<file path="src/rtl/sram_arbiter.sv">
// sram_arbiter: round-robin two-port arbiter and full-array flush sequencer
// in front of a single-port SRAM macro.
//
// Ports:
//   clk_i, rst_i                    clock, async active-high reset
//   pN_req_i/we_i/addr_i/wdata_i    requester N access (N = 0, 1)
//   pN_gnt_o                        combinational grant, access issued now
//   pN_rvalid_o, rdata_o            read data return, one cycle after grant
//   flush_i, busy_o, flush_done_o   array clear start, in progress, done pulse
//   sram_req_o/we_o/addr_o/wdata_o  SRAM command, sram_rdata_i read data
module sram_arbiter #(
  parameter int DATA_WIDTH = 64,
  parameter int NUM_WORDS  = 1024,
  parameter int ADDR_WIDTH = $clog2(NUM_WORDS)
) (
  input  logic                  clk_i,
  input  logic                  rst_i,
  input  logic                  p0_req_i,
  input  logic                  p0_we_i,
  input  logic [ADDR_WIDTH-1:0] p0_addr_i,
  input  logic [DATA_WIDTH-1:0] p0_wdata_i,
  output logic                  p0_gnt_o,
  output logic                  p0_rvalid_o,
  input  logic                  p1_req_i,
  input  logic                  p1_we_i,
  input  logic [ADDR_WIDTH-1:0] p1_addr_i,
  input  logic [DATA_WIDTH-1:0] p1_wdata_i,
  output logic                  p1_gnt_o,
  output logic                  p1_rvalid_o,
  output logic [DATA_WIDTH-1:0] rdata_o,
  input  logic                  flush_i,
  output logic                  busy_o,
  output logic                  flush_done_o,
  output logic                  sram_req_o,
  output logic                  sram_we_o,
  output logic [ADDR_WIDTH-1:0] sram_addr_o,
  output logic [DATA_WIDTH-1:0] sram_wdata_o,
  input  logic [DATA_WIDTH-1:0] sram_rdata_i
);

  typedef enum logic {
    IDLE,
    FLUSH
  } state_t;

  // One extra bit so a power-of-two depth ends without wrapping.
  localparam logic [ADDR_WIDTH:0] CNT_LAST =
    (ADDR_WIDTH+1)'(NUM_WORDS - 1);

  state_t              state;
  logic [ADDR_WIDTH:0] cnt;
  // last = 1: port 1 was granted most recently, so port 0 wins a tie.
  logic                last;

  logic arb_en;
  logic win0;
  logic win1;
  logic flushing;

  // A flush request steals the cycle from both requesters.
  assign arb_en   = !rst_i && (state == IDLE) && !flush_i;
  assign win0     = arb_en && p0_req_i && (!p1_req_i || last);
  assign win1     = arb_en && p1_req_i && (!p0_req_i || !last);
  assign flushing = !rst_i && (state == FLUSH);

  assign p0_gnt_o = win0;
  assign p1_gnt_o = win1;
  assign busy_o   = (state == FLUSH);
  assign rdata_o  = sram_rdata_i;

  always_comb begin
    sram_req_o   = 1'b0;
    sram_we_o    = 1'b0;
    sram_addr_o  = '0;
    sram_wdata_o = '0;
    unique case (1'b1)
      flushing: begin
        sram_req_o  = 1'b1;
        sram_we_o   = 1'b1;
        sram_addr_o = cnt[ADDR_WIDTH-1:0];
      end
      win0: begin
        sram_req_o   = 1'b1;
        sram_we_o    = p0_we_i;
        sram_addr_o  = p0_addr_i;
        sram_wdata_o = p0_wdata_i;
      end
      win1: begin
        sram_req_o   = 1'b1;
        sram_we_o    = p1_we_i;
        sram_addr_o  = p1_addr_i;
        sram_wdata_o = p1_wdata_i;
      end
      default: ;
    endcase
  end

  always_ff @(posedge clk_i or posedge rst_i) begin
    if (rst_i) begin
      state        <= IDLE;
      cnt          <= '0;
      last         <= 1'b1;
      p0_rvalid_o  <= 1'b0;
      p1_rvalid_o  <= 1'b0;
      flush_done_o <= 1'b0;
    end else begin
      p0_rvalid_o  <= win0 && !p0_we_i;
      p1_rvalid_o  <= win1 && !p1_we_i;
      flush_done_o <= 1'b0;
      case (state)
        IDLE: begin
          if (flush_i) begin
            state <= FLUSH;
            cnt   <= '0;
          end else if (win0) begin
            last <= 1'b0;
          end else if (win1) begin
            last <= 1'b1;
          end
        end
        FLUSH: begin
          cnt <= cnt + (ADDR_WIDTH+1)'(1);
          if (cnt == CNT_LAST) begin
            state        <= IDLE;
            flush_done_o <= 1'b1;
          end
        end
      endcase
    end
  end

endmodule

</file>
<file path="config.mk">
export PLATFORM = sky130hd
export DESIGN_NAME = sram_arbiter
export DESIGN_NICKNAME = d
export VERILOG_FILES = /design/src/rtl/sram_arbiter.sv
export SDC_FILE = /design/constraint.sdc
export NUM_CORES = 1
export LEC_CHECK = 0
export ABC_CLOCK_PERIOD_IN_PS = 1350
export BUFFER_PORTS_ARGS = -buffer_cell sky130_fd_sc_hd__buf_4
export CAP_MARGIN = 20
export CORE_AREA = 2 2 142 144
export CTS_BUF_LIST = sky130_fd_sc_hd__clkbuf_4 sky130_fd_sc_hd__clkbuf_8
export DETAILED_ROUTE_END_ITERATION = 10
export DIE_AREA = 0 0 144 146
export SLEW_MARGIN = 10
export SYNTH_ARGS = -nofsm -noshare
export SYNTH_HDL_FRONTEND = slang
export SYNTH_SLANG_ARGS = --single-unit
</file>
<file path="constraint.sdc">
create_clock -name clk_i -period 1.35 [get_ports clk_i]
set_input_delay 0.0675 -clock clk_i [delete_from_list [all_inputs] [get_ports clk_i]]
set_output_delay 0.0675 -clock clk_i [all_outputs]
set_load 0.05 [all_outputs]
</file>
==> out/metrics.yaml <==
end_kind: "output pin"
initial_core_util: 0.108
syn_avg_cell_area_sq_um: 8.82
io_buffers: 236
slew_viol_final: 0
postLayoutSetupSlackWorst_ns: -0.500
synth_nets: 457
place_congestion: 0.754
cp.arrival_ns: 1.78
worstSetupStartpoint: "last"
clock_insertion_delay_worst_skew_ns: 0.25
h-tree-depth: 1
grt_max_degree: 16
hp-class: "input port to flop"
drt_first_pass_iters: 4
rows: 51
ys_seq_area_frac: 0.192
syn-instance-count: 237
final_nets: 660
p_leak_nw: 2.61
cap_violations: 0
r2r_end: "p0_rvalid_o"
crit_type: "flop to output pin"
fillers: 2019
route.detailed.drc: 0
synth_edf_count: 0
antenna_left: 0
die_h_um: 146
violations: "setup timing"
multi_input_area_sq_um: 1680
die_area_sq_um: 21000
worstReg2RegStart: "busy_o"
grt_pass1_vias: 2836
cts_buffer_depth: 2
tightest_slew_ns: 0.413
rrSetupSlack_ns: -0.05
register_area_sq_um: 403
avgViaCountPerCell: 3.83
placeableCoreArea_sq_um: 19300
peakVddDrop_uv: 414
cp_max_fo: 11
power_density_nw_per_um2: 526
required_ns: 1.28
grt_remaining_overflow: 0
syn-cell-area_sq_um: 2090
clock_sink_count: 16
antenna_found_initial: 0
ys_seq_elements: 16
dieWidth_um: 144
synth.distinct_cells: 32
hpwlAfterDp_mm: 10.8
area_growth_pct: 153
hold_violations: 0
diodes: 0
clock_tree.root_cell: "clkbuf_8"
start_kind: "flop"
period_share: 1.37
place_inst: 686
synth-main-ff-cell: "dfrtp_1"
min_period_ns: 1.85
vias: 2693
layoutNonFillerInstCount: 704
yosysWarnings: 0
setup_viol: 79
grt_pass1_wl_mm: 17.5
setup_tns_ns: -36.53
wl_per_cell_um: 18.5
slew_headroom: 0.723
path_clk_slew_ns: 0.07
skew_ns: 0.000830
endpoint: "sram_wdata_o[56]"
r2r_cells: 5
grt_usage: 0.110
cts_buffers: 3
drive_gt1_frac: 0.850
rsz0062_at_grt: "yes"
first_iter_violations: 52
synth_async_sr_flop_share: 1.00
tritoncts: "yes"
fmax_ghz: 0.540
routed_wirelength_mm: 13.0
outcome: "finished with violations"
num_io_pins: 365
critical path, stage by stage, from the launching register on:
cell	delay, ns
dfstp_2	0.53
nand2_1	0.05
and3_4	0.21
buf_12	0.16
buf_12	0.15
a22o_4	0.24
buf_4	0.18
area by class of cell:
| cell class | instances | share of cell area |
|---|---|---|
| Tap cell | 265 | 0.0628 |
| Inverter | 2 | 0.00142 |
| Clock buffer | 4 | 0.0104 |
| Timing Repair Buffer | 283 | 0.532 |
| Multi-Input combinational cell | 134 | 0.317 |
| Sequential cell | 16 | 0.0762 |
per-stage QoR:
step           hold WS (ns)  power (mW)  area, sq um   util  setup WS [ns]
2_1_floorplan       -0.0195        1.99         2690      -         -0.194
3_3_place_gp         0.0315        2.27         4490  0.232         -0.325
3_5_place_dp         0.0308        2.28         4490  0.232         -0.350
4_1_cts             -0.0393        2.77         5090  0.263         -0.539
5_1_grt               0.122        2.97         5280  0.273         -0.604
6_report             0.0847        2.78         5280  0.273         -0.500
cells by family after synthesis:
logic type	share of synthesized area
AOI/OAI and AO/OA	0.367
buffers and inverters	0.303
and+or+nand+nor	0.117
DFF	0.192
muxes	0.0102
xor gates and xnor gates	0.00419
adders and majority gates	0.00598
sequential cells by signal, summed over array words and instances, names as in the netlist:
name,cells
p1_rvalid_o,1
busy_o,1
cnt,11
last,1
flush_done_o,1
p0_rvalid_o,1
per-layer routing:
metal  up-vias  routed length [um]  global-route usage  part of all wire
met2       147                6980               0.208              0.54
met1      1283                5020               0.130              0.39
met5         -                   0                   0                 0
met4         0                 133              0.0211             0.010
met3        20                 899              0.0171             0.069
li1       1243                   -                   -                 -
synthesized netlist by cell type, types with 2 or more instances:
master,number,area (sq um)
nand4_1,3,18.8
o211ai_1,3,22.5
o31ai_1,3,22.5
o311ai_0,2,17.5
a221o_1,11,110
nor2b_1,3,18.8
nor2_1,3,11.3
buf_4,64,480
nand2_1,5,18.8
buf_2,12,60.1
a22o_1,64,561
and2_1,10,62.6
nand3_1,5,25.0
inv_1,2,7.51
nand2b_1,5,31.3
dfrtp_1,15,375
clkbuf_1,2,7.51
and3_1,2,12.5
buf_6,7,78.8
o21ai_0,4,20.0
timing repair:
action                                  CTS  global route
hold buffers                              2             1
cloned                                    2             2
hold endpoints to repair                  5             1
pin swaps                                 3             2
gates resized for setup                 111            26
setup buffers                             5             2
endpoints found under the setup margin   85            87
worst min path at each step:
stage	from	end	slack, ns	depth (start not counted)
2_1_floorplan	rst_i	cnt[0]	-0.02	1
3_3_place_gp	rst_i	busy_o	0.03	2
3_5_place_dp	rst_i	busy_o	0.03	2
4_1_cts	p1_we_i	p1_rvalid_o	-0.04	2
5_1_grt	p1_req_i	last	0.12	3
6_report	p1_req_i	last	0.08	3
placed cells by master, fill, tap and decap left out, drive strengths merged, types with 2 or more instances in the layout:
cell	count
nand3	5
nor3	2
nand2b	5
nand2	5
buf	278
nor2	3
o31ai	3
o21ai	4
a221o	11
clkbuf	6
inv	2
a22o	64
nor2b	3
and3	2
nand4	4
o211ai	3
dfrtp	15
dlygate4sd3	3
and2	10
o311ai	2
report_power, final:
part           total, mW  switching (mW)  internal (mW)
logic               1.53           0.777          0.754
registers          0.806           0.183          0.623
clock network      0.441           0.182          0.259
total               2.78            1.14           1.64
Power figures use the tool's default switching activity.
